<file path="src/rtl/fu_pkg.sv">
// Shared types for the function-unit stepper: mode-state enum and FS opcode constants.
package fu_pkg;

  typedef enum logic [1:0] {
    MANUAL = 2'd0,
    AUTO   = 2'd1,
    PAGE   = 2'd2
  } mode_e;

  localparam int FS_W = 5;

  typedef logic [FS_W-1:0] fs_t;

  localparam fs_t FS_FIRST = 5'd0;
  localparam fs_t FS_LAST  = 5'd31;
  localparam fs_t FS_STEP  = 5'd1;

  // Advances through every opcode and wraps from the last back to the first.
  function automatic fs_t fs_next(input fs_t cur);
    return (cur == FS_LAST) ? FS_FIRST : cur + FS_STEP;
  endfunction

endpackage

</file>
<file path="src/rtl/btn_debounce.sv">
// Shift-register debouncer with rising-edge detect: a single press pulse per
// sustained button hold of DB_DEPTH samples.
module btn_debounce #(
  parameter int DB_DEPTH = 7
) (
  input  logic uclk,
  input  logic urst_n,
  input  logic btn,
  output logic pulse
);

  logic [DB_DEPTH-1:0] sr;
  logic                lvl;
  logic                prev;

  assign lvl   = &sr;
  assign pulse = lvl & ~prev;

  always_ff @(posedge uclk or negedge urst_n) begin
    if (!urst_n) begin
      sr   <= '0;
      prev <= 1'b0;
    end else begin
      sr   <= {sr[DB_DEPTH-2:0], btn};
      prev <= lvl;
    end
  end

endmodule

</file>
<file path="src/rtl/fu_stepper.sv">
// Button-driven stepper that walks the function-select code of a function unit
// and shows its result nibbles and flags on eight LEDs.
// Build option: define FU_STEPPER_AUTO_EN to add the AUTO mode and its prescaler.
module fu_stepper
  import fu_pkg::*;
#(
  parameter int          WORD_SIZE = 32,
  parameter int          DB_DEPTH  = 7,
  parameter int          AUTO_DIV  = 24,
  parameter int unsigned IN_A      = 3,
  parameter int unsigned IN_B      = 2,
  parameter int unsigned SH_INIT   = 2
) (
  input  logic                 uclk,
  input  logic                 urst_n,
  input  logic                 btn_step,
  input  logic                 btn_mode,
  output logic [4:0]           fs,
  output logic [WORD_SIZE-1:0] a,
  output logic [WORD_SIZE-1:0] b,
  output logic [4:0]           sh,
  input  logic [WORD_SIZE-1:0] f,
  input  logic                 v,
  input  logic                 c,
  input  logic                 n,
  input  logic                 z,
  output logic [7:0]           led
);

  localparam int NPAGE  = WORD_SIZE / 4;
  localparam int PAGE_W = (NPAGE > 1) ? $clog2(NPAGE) : 1;
  localparam logic [PAGE_W-1:0] PAGE_MAX = PAGE_W'(NPAGE - 1);

  logic step_pulse, mode_pulse;
  mode_e state_q, state_d;
  fs_t fs_q;
  logic [PAGE_W-1:0] page_q;
  logic fs_inc, page_inc, page_clr;

  btn_debounce #(.DB_DEPTH(DB_DEPTH)) u_db_step (
    .uclk(uclk), .urst_n(urst_n), .btn(btn_step), .pulse(step_pulse)
  );

  btn_debounce #(.DB_DEPTH(DB_DEPTH)) u_db_mode (
    .uclk(uclk), .urst_n(urst_n), .btn(btn_mode), .pulse(mode_pulse)
  );

`ifdef FU_STEPPER_AUTO_EN
  logic [AUTO_DIV-1:0] presc_q;
  logic presc_tc, presc_run, presc_clr;

  assign presc_tc = &presc_q;

  always_ff @(posedge uclk or negedge urst_n) begin
    if (!urst_n)        presc_q <= '0;
    else if (presc_clr) presc_q <= '0;
    else if (presc_run) presc_q <= presc_q + AUTO_DIV'(1);
  end
`else
  // AUTO_DIV only sizes the prescaler, which this build leaves out.
  if (AUTO_DIV < 1) begin : g_auto_div_unused
  end
`endif

  always_ff @(posedge uclk or negedge urst_n) begin
    if (!urst_n) state_q <= MANUAL;
    else         state_q <= state_d;
  end

  always_comb begin
    state_d = state_q;
    if (mode_pulse) begin
      case (state_q)
`ifdef FU_STEPPER_AUTO_EN
        MANUAL:  state_d = AUTO;
        AUTO:    state_d = PAGE;
`else
        MANUAL:  state_d = PAGE;
`endif
        PAGE:    state_d = MANUAL;
        default: state_d = MANUAL;
      endcase
    end
  end

  // A mode press always wins: the step pulse and any auto tick in that cycle are dropped.
  always_comb begin
    fs_inc    = 1'b0;
    page_inc  = 1'b0;
    page_clr  = 1'b0;
`ifdef FU_STEPPER_AUTO_EN
    presc_run = 1'b0;
    presc_clr = 1'b0;
`endif
    if (mode_pulse) begin
      page_clr = (state_q == PAGE);
`ifdef FU_STEPPER_AUTO_EN
      presc_clr = (state_d == AUTO);
`endif
    end else begin
      case (state_q)
        MANUAL: fs_inc = step_pulse;
`ifdef FU_STEPPER_AUTO_EN
        AUTO: begin
          presc_run = 1'b1;
          fs_inc    = presc_tc;
        end
`endif
        PAGE:    page_inc = step_pulse;
        default: ;
      endcase
    end
  end

  always_ff @(posedge uclk or negedge urst_n) begin
    if (!urst_n)     fs_q <= FS_FIRST;
    else if (fs_inc) fs_q <= fs_next(fs_q);
  end

  always_ff @(posedge uclk or negedge urst_n) begin
    if (!urst_n)       page_q <= '0;
    else if (page_clr) page_q <= '0;
    else if (page_inc) page_q <= (page_q == PAGE_MAX) ? '0 : page_q + PAGE_W'(1);
  end

  always_comb begin
    led[7:4] = {z, n, c, v};
    if (state_q == PAGE) led[3:0] = f[{page_q, 2'b00} +: 4];
    else                 led[3:0] = f[3:0];
  end

  assign fs = fs_q;
  assign a  = WORD_SIZE'(IN_A);
  assign b  = WORD_SIZE'(IN_B);
  assign sh = 5'(SH_INIT);

endmodule

</file>
<file path="config.mk">
export PLATFORM = sky130hd
export DESIGN_NAME = fu_stepper
export DESIGN_NICKNAME = d
export VERILOG_FILES = /design/src/rtl/fu_pkg.sv /design/src/rtl/btn_debounce.sv /design/src/rtl/fu_stepper.sv
export SDC_FILE = /design/constraint.sdc
export NUM_CORES = 1
export LEC_CHECK = 0
export ABC_AREA = 1
export CAP_MARGIN = 10
export CORE_ASPECT_RATIO = 1.1
export CORE_MARGIN = 2
export CORE_UTILIZATION = 40
export DETAILED_ROUTE_END_ITERATION = 10
export HOLD_SLACK_MARGIN = 0.1
export PLACE_DENSITY = 0.86
export RECOVER_POWER = 100
export SYNTH_ARGS = -nofsm -noshare
export SYNTH_HDL_FRONTEND = slang
export SYNTH_SLANG_ARGS = --single-unit
</file>
<file path="constraint.sdc">
create_clock -name uclk -period 3.85 [get_ports uclk]
set_clock_uncertainty 0.15 [all_clocks]
set_input_delay 0.5775 -clock uclk [delete_from_list [all_inputs] [get_ports uclk]]
set_output_delay 0.5775 -clock uclk [all_outputs]
set_load 0.05 [all_outputs]
</file>
==> load_flow_metrics.sql, run 1 <==
INSERT INTO impl_metrics (metric_group, metric, value, unit) VALUES
('run_status', 'run_status', 'finished, final reports clean', ''),
('floorplan', 'dieWidth', '70.8', 'um'),
('sta', 'worst_hold_slack', '0.226', 'ns'),
('clock_network', 'cts-buffers-inserted', '3', ''),
('sta', 'unrepaired_setup_endpoints_after_global_routing', 'false', ''),
('floorplan', 'fp.dieArea', '0.00549', 'sq mm'),
('clock_network', 'clock_tree_buffer_depth', '2', ''),
('floorplan', 'die_y', '77.5', 'um'),
('clock_network', 'clock_sinks', '25', ''),
('pwr', 'power.total', '753', 'uW'),
('pwr', 'vdd_drop_max', '0.224', 'mV'),
('sta', 'layout_worst_path_cycle_share', '0.855', ''),
('route', 'total_wirelength_of_the_detailed_routed_design', '3.48', 'mm'),
('synth', 'synth.cell_area', '0.00197', 'sq mm'),
('synth', 'post_synthesis_share_of_cell_area_spent_on_full_adders_half_adders_and_majority_gates', '0.0255', ''),
('clock_network', 'clk_pin_slew', '0.08', 'ns'),
('pwr', 'power_density', '349', 'mW/mm^2'),
('sta', 'fin_tns_setup', '0', 'ns'),
('layout', 'final_layout_size_suffix_gt1_frac', '0.0467', ''),
('synth', 'netlist_top_cells_area', 'sky130_fd_sc_hd__dfrtp_1, sky130_fd_sc_hd__buf_4, sky130_fd_sc_hd__nand2_1', ''),
('global_routing', 'grt-ovfl-total', '0', ''),
('place', 'place_hpwl', '2.82', 'mm'),
('critical_path', 'worst_path_most_repeated_cell', 'sky130_fd_sc_hd__nand3_1', ''),
('global_routing', 'number_of_global_route_vias_before_repair', '1310', ''),
('layout', 'antenna-diode-count', '0', ''),
('critical_path', 'cp.arrival', '2.57', 'ns'),
('clock_network', 'cts-resized-gates', '0', ''),
('worst_hold_path', 'min-delay-path-class', 'reg -> reg', ''),
('critical_path', 'worstPathRequired', '3.12', 'ns'),
('synth', 'synthesis.yosys.warnings', '0', ''),
('route', 'detail_route.wl_per_cell', '9.78', 'um'),
('sta', 'report.final.hold_viol_count', '0', ''),
('floorplan', 'rows', '26', ''),
('synth', 'synth_area_leader_cell', 'sky130_fd_sc_hd__dfrtp_1', ''),
('critical_path', 'critPathLaunchType', 'register', ''),
('place', 'cells_after_dpl', '351', ''),
('layout', 'finalNonFillerCells', '356', ''),
('global_routing', 'grt.total_usage', '0.119', ''),
('place', 'port_buffers', '44', ''),
('synth', 'area_share_of_the_leading_cell_type_in_the_synthesized_netlist', '0.318', ''),
('critical_path', 'timing.critical_path.fanout_max', '20', ''),
('synth', 'syn_avg_cell_area', '7.47', 'sq um'),
('synth', 'synth_sequential_area_ratio', '0.318', ''),
('sta', 'relSlewSlack', '0.242', ''),
('clock_network', 'clkLatencyLatePin', '0.26', 'ns'),
('layout', 'fillers', '484', ''),
('clock_network', 'clk_root_buffer_cell', 'sky130_fd_sc_hd__clkbuf_8', ''),
('critical_path', 'cp_num_buf_inv', '2', ''),
('place', 'gp_congestion', '0.801', ''),
('route', 'vias', '1488', ''),
('synth', 'share_of_the_synthesized_netlist_area_taken_by_xor_and_xnor_gates', '0.00446', ''),
('synth', 'synth-compound-area-share', '0.00509', ''),
('synth', 'synth.mux.area_fraction', '0', ''),
('flow_run', 'maxCapViolations', '0', ''),
('layout', 'final_instance_area', '0.00216', 'sq mm'),
('synth', 'synth_cells', '263', ''),
('route', 'firstDrtPassIters', '5', ''),
('sta', 'period_needed', '3.29', 'ns'),
('critical_path', 'worst_path_largest_cell_delay', '0.87', 'ns'),
('sta', 'worst_pin_slew', '1.14', 'ns'),
('critical_path', 'cp_top_family', 'buffers and inverters', ''),
('global_routing', 'grt_pass1_wl', '5.49', 'mm'),
('clock_network', 'post_cts.repair.setup_buffers', '0', ''),
('sta', 'setup-violations-final', '0', ''),
('synth', 'synth.ff_latch_count', '25', ''),
('pwr', 'static-leakage-power', '1.19', 'nW'),
('clock_network', 'clock_tree_from_tritoncts', 'built', ''),
('clock_network', 'htree_num_levels', '1', ''),
('layout', 'nets', '345', ''),
('synth', 'post_synth_num_cell_types', '22', ''),
('sta', 'finalMaxSlewViolations', '0', '');
cells in the final DEF, fill, tap and decap left out, drive strengths merged:
cell and count:
a21oi 2, xor2 1, conb 69, clkinv 1
inv 20, nor4 1, clkbuf 4, nor2 7
dfrtp 25, ha 4, nor3 1, dlygate4sd3 12
nand3b 1, nand4 4, nand2 93, clkdlybuf4s50 32
nand3 23
state kept, by name, indices dropped and copies added (netlist names):
register,count
u_db_step.prev,1
u_db_step.sr,7
page_q,3
state_q,1
u_db_mode.prev,1
u_db_mode.sr,7
fs,5
per-layer routing:
metal	vias up	GRT usage	part of all wire	wire, um
li1	740	-	-	-
met1	679	0.143	0.40	1400
met2	69	0.220	0.51	1770
met3	0	0.0260	0.092	322
met4	0	0.0170	0	0
met5	-	0	0	0
synthesized netlist by cell type (all sizes together):
cell type,count
nor3,1
dfrtp,25
nand3,23
nand4,4
inv,20
nand2,93
ha,4
xor2,1
nor2,7
a21oi,2
buf,79
nand3b,1
conb,2
nor4,1
final cells by class:
| type | instances | area (sq um) | area share |
|---|---|---|---|
| clock inverters | 1 | 5.00 | 0.00232 |
| flip-flops and latches | 25 | 626 | 0.290 |
| well taps | 56 | 70.1 | 0.0325 |
| inverters | 20 | 80.1 | 0.0371 |
| clock buffers | 3 | 41.3 | 0.0191 |
| multi-input cells | 206 | 892 | 0.413 |
| repair buffers | 45 | 444 | 0.206 |
worst paths after layout:
check	startpoint	end	slack, ns	cells past startpoint
worst max-delay path	page_q[0]	led[3]	0.56	7
worst min-delay path	u_db_step.sr[1]	u_db_step.sr[2]	0.23	0
worst max register to register	page_q[0]	page_q[2]	2.13	4
worst min register to register	u_db_step.sr[1]	u_db_step.sr[2]	0.23	0
max in group asynchronous	urst_n	u_db_step.prev	1.83	2
min in group asynchronous	urst_n	fs[1]	0.43	1
cells by family after synthesis:
group | Yosys count
xor+xnor | 1
buf+inv | 99
other cells | 2
flops | 25
simple gates | 130
compound gates | 2
fa+ha+maj | 4
where the power goes:
part | total (mW) | switching (mW) | internal (mW)
clock | 0.149 | 0.0774 | 0.0721
sequential | 0.296 | 0.0207 | 0.276
combinational | 0.308 | 0.240 | 0.0676
total | 0.753 | 0.338 | 0.415
Note: power is estimated with default switching activity, not from simulation.
==> run 2: changes to the inputs <==
MAX_ROUTING_LAYER = met4   (was default)
==> results of run 2 <==
Final layout, timing and power as in run 1 (identical DEF).
Main changes from that run: final weighted congestion in routability-driven placement 0.801 -> 0.813; overall routing resource usage 0.119 -> 0.122
